--- src/rtl/bcd_pkg.sv ---
`default_nettype none
// ============================================================================
// Module   : bcd_pkg
// Brief    : Shared constants and state encoding for the BCD sink.
// Revision : 1.0 - initial release
// ============================================================================
package bcd_pkg;

    // Input word width and number of packed BCD digits.
    localparam int W = 32;
    localparam int D = 10;

    // Controller states.
    typedef enum logic [2:0] {
        S_IDLE = 3'd0,
        S_ACK  = 3'd1,
        S_CONV = 3'd2,
        S_LEN  = 3'd3,
        S_W0   = 3'd4,
        S_W1   = 3'd5
    } state_t;

endpackage
`default_nettype wire

--- src/rtl/dabble_step.sv ---
`default_nettype none
// ============================================================================
// Module   : dabble_step
// Brief    : One double-dabble iteration: add 3 to every digit >= 5, then
//            shift the BCD vector left by one, pulling in the binary MSB.
// Revision : 1.0 - initial release
// ============================================================================
module dabble_step
    import bcd_pkg::*;
#(
    parameter int D = bcd_pkg::D
) (
    input  logic [4*D-1:0] bcd,
    input  logic           bin_msb,
    output logic [4*D-1:0] bcd_next
);

    // Adjusted digits before the shift. The top digit's MSB is shifted out,
    // so only its low three bits are kept.
    logic [4*D-2:0] w_adj;

    for (genvar i = 0; i < D; i++) begin : g_digit
        logic [3:0] w_dig;
        assign w_dig = bcd[4*i +: 4];

        if (i < D-1) begin : g_low
            assign w_adj[4*i +: 4] = (w_dig >= 4'd5) ? (w_dig + 4'd3) : w_dig;
        end else begin : g_top
            assign w_adj[4*i +: 3] = 3'(w_dig + ((w_dig >= 4'd5) ? 4'd3 : 4'd0));
        end
    end

    assign bcd_next = {w_adj, bin_msb};

endmodule
`default_nettype wire

--- src/rtl/bcd_sink.sv ---
`default_nettype none
// ============================================================================
// Module   : bcd_sink
// Brief    : Accepts a binary word over a dav_/rfd handshake, converts it to
//            packed BCD one bit per clock, counts significant digits and
//            offers {bcd, len} downstream over a second dav_/rfd handshake.
// Revision : 1.0 - initial release
// ============================================================================
module bcd_sink
    import bcd_pkg::*;
#(
    parameter int W = bcd_pkg::W,
    parameter int D = bcd_pkg::D
) (
    input  logic           clock,
    input  logic           reset,
    input  logic           dav_,
    output logic           rfd,
    input  logic [W-1:0]   in,
    output logic           dav_out_,
    input  logic           rfd_in,
    output logic [4*D-1:0] bcd_out,
    output logic [3:0]     len_out
);

    localparam logic [5:0] c_cnt_init = 6'(W);

    state_t         r_state;
    state_t         w_state_nxt;
    logic [W-1:0]   r_bin;
    logic [4*D-1:0] r_bcd;
    logic [5:0]     r_cnt;
    logic [4*D-1:0] w_bcd_step;
    logic [3:0]     w_len;

    dabble_step #(.D(D)) u_dabble_step (
        .bcd      (r_bcd),
        .bin_msb  (r_bin[W-1]),
        .bcd_next (w_bcd_step)
    );

    // Significant digit count: position of the highest non-zero digit, min 1.
    always_comb begin
        w_len = 4'd1;
        for (int i = 0; i < D; i++) begin
            if (r_bcd[4*i +: 4] != 4'd0) begin
                w_len = 4'(i + 1);
            end
        end
    end

    // State register.
    always_ff @(posedge clock) begin
        if (reset) begin
            r_state <= S_IDLE;
        end else begin
            r_state <= w_state_nxt;
        end
    end

    // Next-state logic for both handshakes and the fixed-length conversion.
    always_comb begin
        w_state_nxt = r_state;
        case (r_state)
            S_IDLE:  if (!dav_)            w_state_nxt = S_ACK;
            S_ACK:   if (dav_)             w_state_nxt = S_CONV;
            S_CONV:  if (r_cnt == 6'd1)    w_state_nxt = S_LEN;
            S_LEN:                         w_state_nxt = S_W0;
            S_W0:    if (!rfd_in)          w_state_nxt = S_W1;
            S_W1:    if (rfd_in)           w_state_nxt = S_IDLE;
            default:                       w_state_nxt = S_IDLE;
        endcase
    end

    // Datapath and registered handshake outputs, advanced per current state.
    always_ff @(posedge clock) begin
        if (reset) begin
            rfd      <= 1'b1;
            dav_out_ <= 1'b1;
            bcd_out  <= '0;
            len_out  <= 4'd1;
            r_bin    <= '0;
            r_bcd    <= '0;
            r_cnt    <= '0;
        end else begin
            case (r_state)
                S_IDLE: begin
                    if (!dav_) begin
                        r_bin <= in;
                        r_bcd <= '0;
                        r_cnt <= c_cnt_init;
                        rfd   <= 1'b0;
                    end
                end
                S_CONV: begin
                    r_bcd <= w_bcd_step;
                    r_bin <= {r_bin[W-2:0], 1'b0};
                    r_cnt <= r_cnt - 6'd1;
                end
                S_LEN: begin
                    bcd_out  <= r_bcd;
                    len_out  <= w_len;
                    dav_out_ <= 1'b0;
                end
                S_W0: begin
                    if (!rfd_in) begin
                        dav_out_ <= 1'b1;
                    end
                end
                S_W1: begin
                    if (rfd_in) begin
                        rfd <= 1'b1;
                    end
                end
                default: begin
                end
            endcase
        end
    end

endmodule
`default_nettype wire

--- config.mk ---
export PLATFORM = sky130hd
export DESIGN_NAME = bcd_sink
export DESIGN_NICKNAME = d
export VERILOG_FILES = /design/src/rtl/bcd_pkg.sv /design/src/rtl/dabble_step.sv /design/src/rtl/bcd_sink.sv
export SDC_FILE = /design/constraint.sdc
export NUM_CORES = 1
export LEC_CHECK = 0
export CORE_ASPECT_RATIO = 0.7
export CORE_MARGIN = 4
export CORE_UTILIZATION = 45
export DETAILED_ROUTE_END_ITERATION = 6
export PLACE_DENSITY = 0.68
export SETUP_SLACK_MARGIN = 0.15
export SKIP_LAST_GASP = 1
export SYNTH_ARGS = -nofsm -noshare
export SYNTH_HDL_FRONTEND = slang
export SYNTH_SLANG_ARGS = --single-unit
--- constraint.sdc ---
create_clock -name clock -period 3.58 [get_ports clock]
set_input_delay 0.895 -clock clock [delete_from_list [all_inputs] [get_ports clock]]
set_output_delay 0.895 -clock clock [all_outputs]
set_load 0.005 [all_outputs]
# ---- After elaboration in Yosys (flattened, before gate mapping)
# Index checks and enable logic that the tools add are counted.
dict set report classes {
  n_mux 36
  reduce_logical 17
  n_eq_ne 11
  n_lt_le_gt_ge 10
  n_addsub 11
}
# cell count
set op_table {}
lappend op_table {{40-bit case mux with 2 select lines} 1}
lappend op_table {{4-bit two-way mux} 17}
lappend op_table {{32-bit case mux with 2 select lines} 1}
lappend op_table {{4-bit by 3-bit >= comparator with 1-bit output (second input constant)} 10}
lappend op_table {{40-bit two-way mux} 1}
lappend op_table {{4-bit by 2-bit adder with 4-bit output (second input constant)} 9}
lappend op_table {{4-bit nonzero test} 9}
lappend op_table {{32-bit two-way mux} 1}
lappend op_table {{3-bit case mux with 6 select lines} 1}
lappend op_table {{3-bit two-way mux} 5}
lappend op_table {{6-bit case mux with 2 select lines} 1}
lappend op_table {{2-bit inequality test (second input constant)} 5}
lappend op_table {{3-bit by 2-bit == test with 1-bit output (second input constant)} 2}
lappend op_table {{3-bit == test (second input constant)} 2}
lappend op_table {{6-bit by 1-bit == test with 1-bit output (second input constant)} 1}
lappend op_table {{6-bit two-way mux} 1}
lappend op_table {{2-bit nonzero test} 3}
lappend op_table {{6-bit by 1-bit subtractor with 6-bit output (second input constant)} 1}
lappend op_table {{5-bit AND reduction} 1}
lappend op_table {{2-bit two-way mux} 2}
lappend op_table {{1-bit case mux with 2 select lines} 2}
lappend op_table {{2-bit AND reduction} 2}
lappend op_table {{3-bit adder} 1}
lappend op_table {{3-bit by 1-bit == test with 1-bit output (second input constant)} 1}
lappend op_table {{other kinds (3)} 5}
dict set report word_totals {
  regBits 127
  inputBits 36
}

# ---- Longest topological paths before layout
dict set report logic_depth {
  word_depth 10
  mapped_depth 8
}

# ---- Hierarchy
# From an unflattened synthesis, not the netlist that was laid out.
dict set report hier_totals {
  cells_unflattened 699
  area_unflattened_um2 5694.2
}
# mod cells_each seq_area_each_um2 n_inst area_per_inst_um2
set by_module_without_submodules {}
lappend by_module_without_submodules {bcd_sink 545 2542.4 1 4707.0}
lappend by_module_without_submodules {dabble_step 154 0.0 1 987.2}

# ---- Worst setup path after synthesis
# OpenSTA, ideal clock, no wires.
dict set report synth_path {
  path_type {input to register}
  start {in dav_}
  end {reg r_bcd[17]}
  required_time_ps 3463
  t_arrival_ps 1931
  path_buffers 1
  cell_stages 5
  setup_slack_ps 1532
  cell_sequence {nor2b_1 -> nor3_1 -> nor2_1 -> clkbuf_1 -> a22o_1}
}
dict set report synth_between {
  elab_chain_len 2
}
# item line_no
set synth_rtl {}
lappend synth_rtl {{start: declaration} bcd_sink.sv:17} ;# input logic dav_,
lappend synth_rtl {{2-bit inequality test (no line)} -}
lappend synth_rtl {{2-bit AND reduction (no line)} -}
lappend synth_rtl {{end signal: assignment} bcd_sink.sv:96} ;# r_bcd <= w_bcd_step;
lappend synth_rtl {{end: declaration} bcd_sink.sv:31} ;# logic [4*D-1:0] r_bcd;
# No other way between the ends.
# A chain may end at the register's enable or synchronous reset.

# ---- Worst setup path after layout
dict set report layout_path {
  start {in dav_}
  end {reg r_bin[15]}
}
dict set report layout_between {
  elab_chain_len 2
}
# item line_no
set layout_rtl {}
lappend layout_rtl {{2-bit inequality test (no line)} -}
lappend layout_rtl {{2-bit AND reduction (no line)} -}
lappend layout_rtl {{end signal: assignment} bcd_sink.sv:89} ;# r_bin <= in;
lappend layout_rtl {{end signal: assignment} bcd_sink.sv:97} ;# r_bin <= {r_bin[W-2:0], 1'b0};
lappend layout_rtl {{end: declaration} bcd_sink.sv:30} ;# logic [W-1:0] r_bin;
# No other way between the ends.

==> results.toml <==
[grt]
grt_pass1_wl_um = 23000
grt_pass1_vias = 4936
grt_overflow = 0
grt_start_max_net_pins = 59
grt_use_total_pct = 19.3
grt_antenna_before_repair = 0

[synthesis]
yosysMostFrequentCell = "nand2_1"
synth_seq_area_share_pct = 44.8
ys_types = 42
synth_edf_count = 0
yosysTopAreaCell = "dfxtp_1"
synth_commonest_cells = "nand2_1, dfxtp_1, a21oi_1"
syn_inst = 687
synthesis.nets = 745
synthArstFlopShare_pct = 0
syn_area_um2 = 5680
postSynthAreaPerCell_um2 = 8.26
synthTopCellsByArea = "dfxtp_1, nand2_1, a21oi_1, a311oi_1, ha_1"
yosysWarnings = 0
synth_top_area_share_pct = 44.8
synthFlopType = "dfxtp_1"
ys_seq_elements = 127

[clock_tree]
path_clk_slew_ps = 50
cts_tree = "done"
clk_latency_ps = 410
clock-sinks = 127
cts_buffers = 17
root_buffer = "clkbuf_16"
cts_resized = 0
h-tree-depth = 4
clk_path_buf_depth = 2
postCtsSetupBuffers = 0
hold_buffers = 0

[final_layout]
register_area_um2 = 2540
antennaDiodeCount = 0
nNetsFinal = 810
num-fill-cells = 1090
syn_to_final_growth_pct = 25.8
multi_input_area_um2 = 2850
drive_gt1_share_pct = 6.15

[sta]
finClkSkew_ps = 8.36
finalCriticalPeriod_ps = 2530
finalSetupViolCount = 0
setup_tns_ps = 0
whs_ps = 451
worstMarginPinSlew_ps = 948
hold_violations = 0
drv_slew = 0
slew_headroom_pct = 36.8
rsz0062_at_grt = "no"
fin_crit_sh_pct = 70.7
max_freq_ghz = 0.395

[placed_design]
hpwl_um = 8760
io_buffers = 81
globalplace.congestion = 0.789

[worst_setup_path]
timing.setup.critical_path_class = "input port to register"
startpoint_type = "input port"
r2r_end = "r_bcd[18]"
r2r_start = "r_state[1]"
crit_required_ps = 3890
r2r_cells = 4
crit_fanout = 23
cp_cell_sequence = "clkdlybuf4s50_1 > or3_1 > nor2_2 > buf_4 > nand2_1 > a311oi_1"
crit_path_max_incr_delay_ps = 430
crit_path_end = "r_bin[15]"
slowest_stage = "clkdlybuf4s50_1"
end_kind = "register"
crit_path_start = "dav_"
arrival_ps = 2840
r2r_setup_slack_ps = 1200

[power_and_ir_drop]
ir_drop_uv = 321
clockPowerShare_pct = 50.2
p_sw_share_pct = 21.9
power.density_nw_per_um2 = 479
p_leak_nw = 2.65
switchingPower_uw = 750
finalPower_mw = 3.42
p_comb_share_pct = 6.4
pwr-share-seq_pct = 43.4
internal_power_mw = 2.67

[detailed_routing]
avgViaCountPerCell = 5.35
drt_first_iter_violations = 355
ant_nets = 0
post_drt_wl_per_cell_um = 14.6
vias = 4953
routed_wl_um = 13500
first_pass_iters = 5
drc = 0

[floorplan]
io_pins = 82
die-area_um2 = 14500
initial_core_util_pct = 45.9
core_area_um2 = 12400
die_w_um = 142
die_h_um = 102
num_rows = 34

[outcome]
outcome = "complete, no violations"

[job]
drv_cap = 0

[min_path]
hold_path_class = "register to register"
[cell type report]
| type | instances | share of cell area [%] |
|---|---|---|
| sequential | 127 | 35.6 |
| clock inverter | 7 | 1.54 |
| inverter | 23 | 1.21 |
| timing repair buffer | 91 | 12.4 |
| multi-input combinational | 492 | 39.9 |
| clock buffer | 24 | 6.60 |
| tap | 162 | 2.84 |
[worst min path at each step]
stage | from | end | slack [ps] | cells past startpoint
after floorplan | r_cnt[5] | r_cnt[5] | 430 | 1
after global placement | bcd_out[17] | bcd_out[17] | 440 | 2
after detailed placement | bcd_out[33] | bcd_out[33] | 450 | 2
after CTS | bcd_out[6] | bcd_out[6] | 450 | 2
after global routing | bcd_out[4] | bcd_out[4] | 470 | 2
final | bcd_out[15] | bcd_out[15] | 450 | 2
[critical path, delay by kind of cell]
family,cells,cell delay [ps]
simple gates,3,880
compound gates,1,290
buf+inv,2,780
[power groups by stage]
stage	combinational [mW]	clock [mW]	sequential [mW]
5_1_grt	0.246	1.80	1.49
6_report	0.220	1.72	1.48
4_1_cts	0.222	1.74	1.48
2_1_floorplan	0.146	0	1.50
3_3_place_gp	0.213	0	1.51
3_5_place_dp	0.221	0	1.51
[state kept, by name, indices dropped and copies added (netlist names)]
signal,count
bcd_out,40
dav_out_,1
len_out,4
r_bcd,40
r_bin,32
r_cnt,6
r_state,3
rfd,1
[routing by layer]
metal  part of all wire, %  global-route usage, %  routed length, um  up-vias
li1                      -                      -                  -     2492
met1                    48                   25.7               6520     2363
met2                    47                   31.6               6350       92
met3                   4.2                   5.24                562        6
met4                  0.44                   4.28                 59        0
met5                     0                      0                  0        -
[metrics by stage]
stage	std cells	cell area, um2	util [%]	setup WS [ps]
floorplan	687	5680	-	1530
global placement	895	6560	53.0	779
detailed placement	895	6560	53.0	679
CTS	926	7140	57.7	1060
global route	926	7140	57.7	909
finish	926	7140	57.7	1050
[cells in the final DEF, fill, tap and decap left out, types with 2 or more instances in the layout]
cell,netlist,layout
nand2_1,155,155
xnor2_1,9,9
a22oi_1,4,4
o21ai_0,25,25
a22o_1,18,18
or3_1,12,12
nor2_1,44,43
nand3_1,11,11
xor2_1,12,12
ha_1,21,21
clkbuf_16,0,17
dfxtp_1,127,127
bufinv_16,0,3
a211oi_1,4,4
nor3_1,14,14
or3b_2,3,4
clkbuf_1,33,5
a311oi_1,31,31
inv_1,23,23
clkdlybuf4s50_1,0,80
mux2i_1,10,10
nand2b_1,12,12
a21oi_1,79,79
buf_4,3,11
nor2_2,2,3
clkinv_2,0,4
nor3b_1,6,6
nor2b_1,4,4
clkbuf_8,0,2
[logic make-up after synthesis]
kind of cell	synth area share (%)
and+or+nand+nor	21.6
adders and majority gates	4.98
muxes	1.76
AOI/OAI and AO/OA	18.5
buffers and inverters	5.11
xor gates and xnor gates	3.24
DFF	44.8
(Power assumes the default switching activity.)
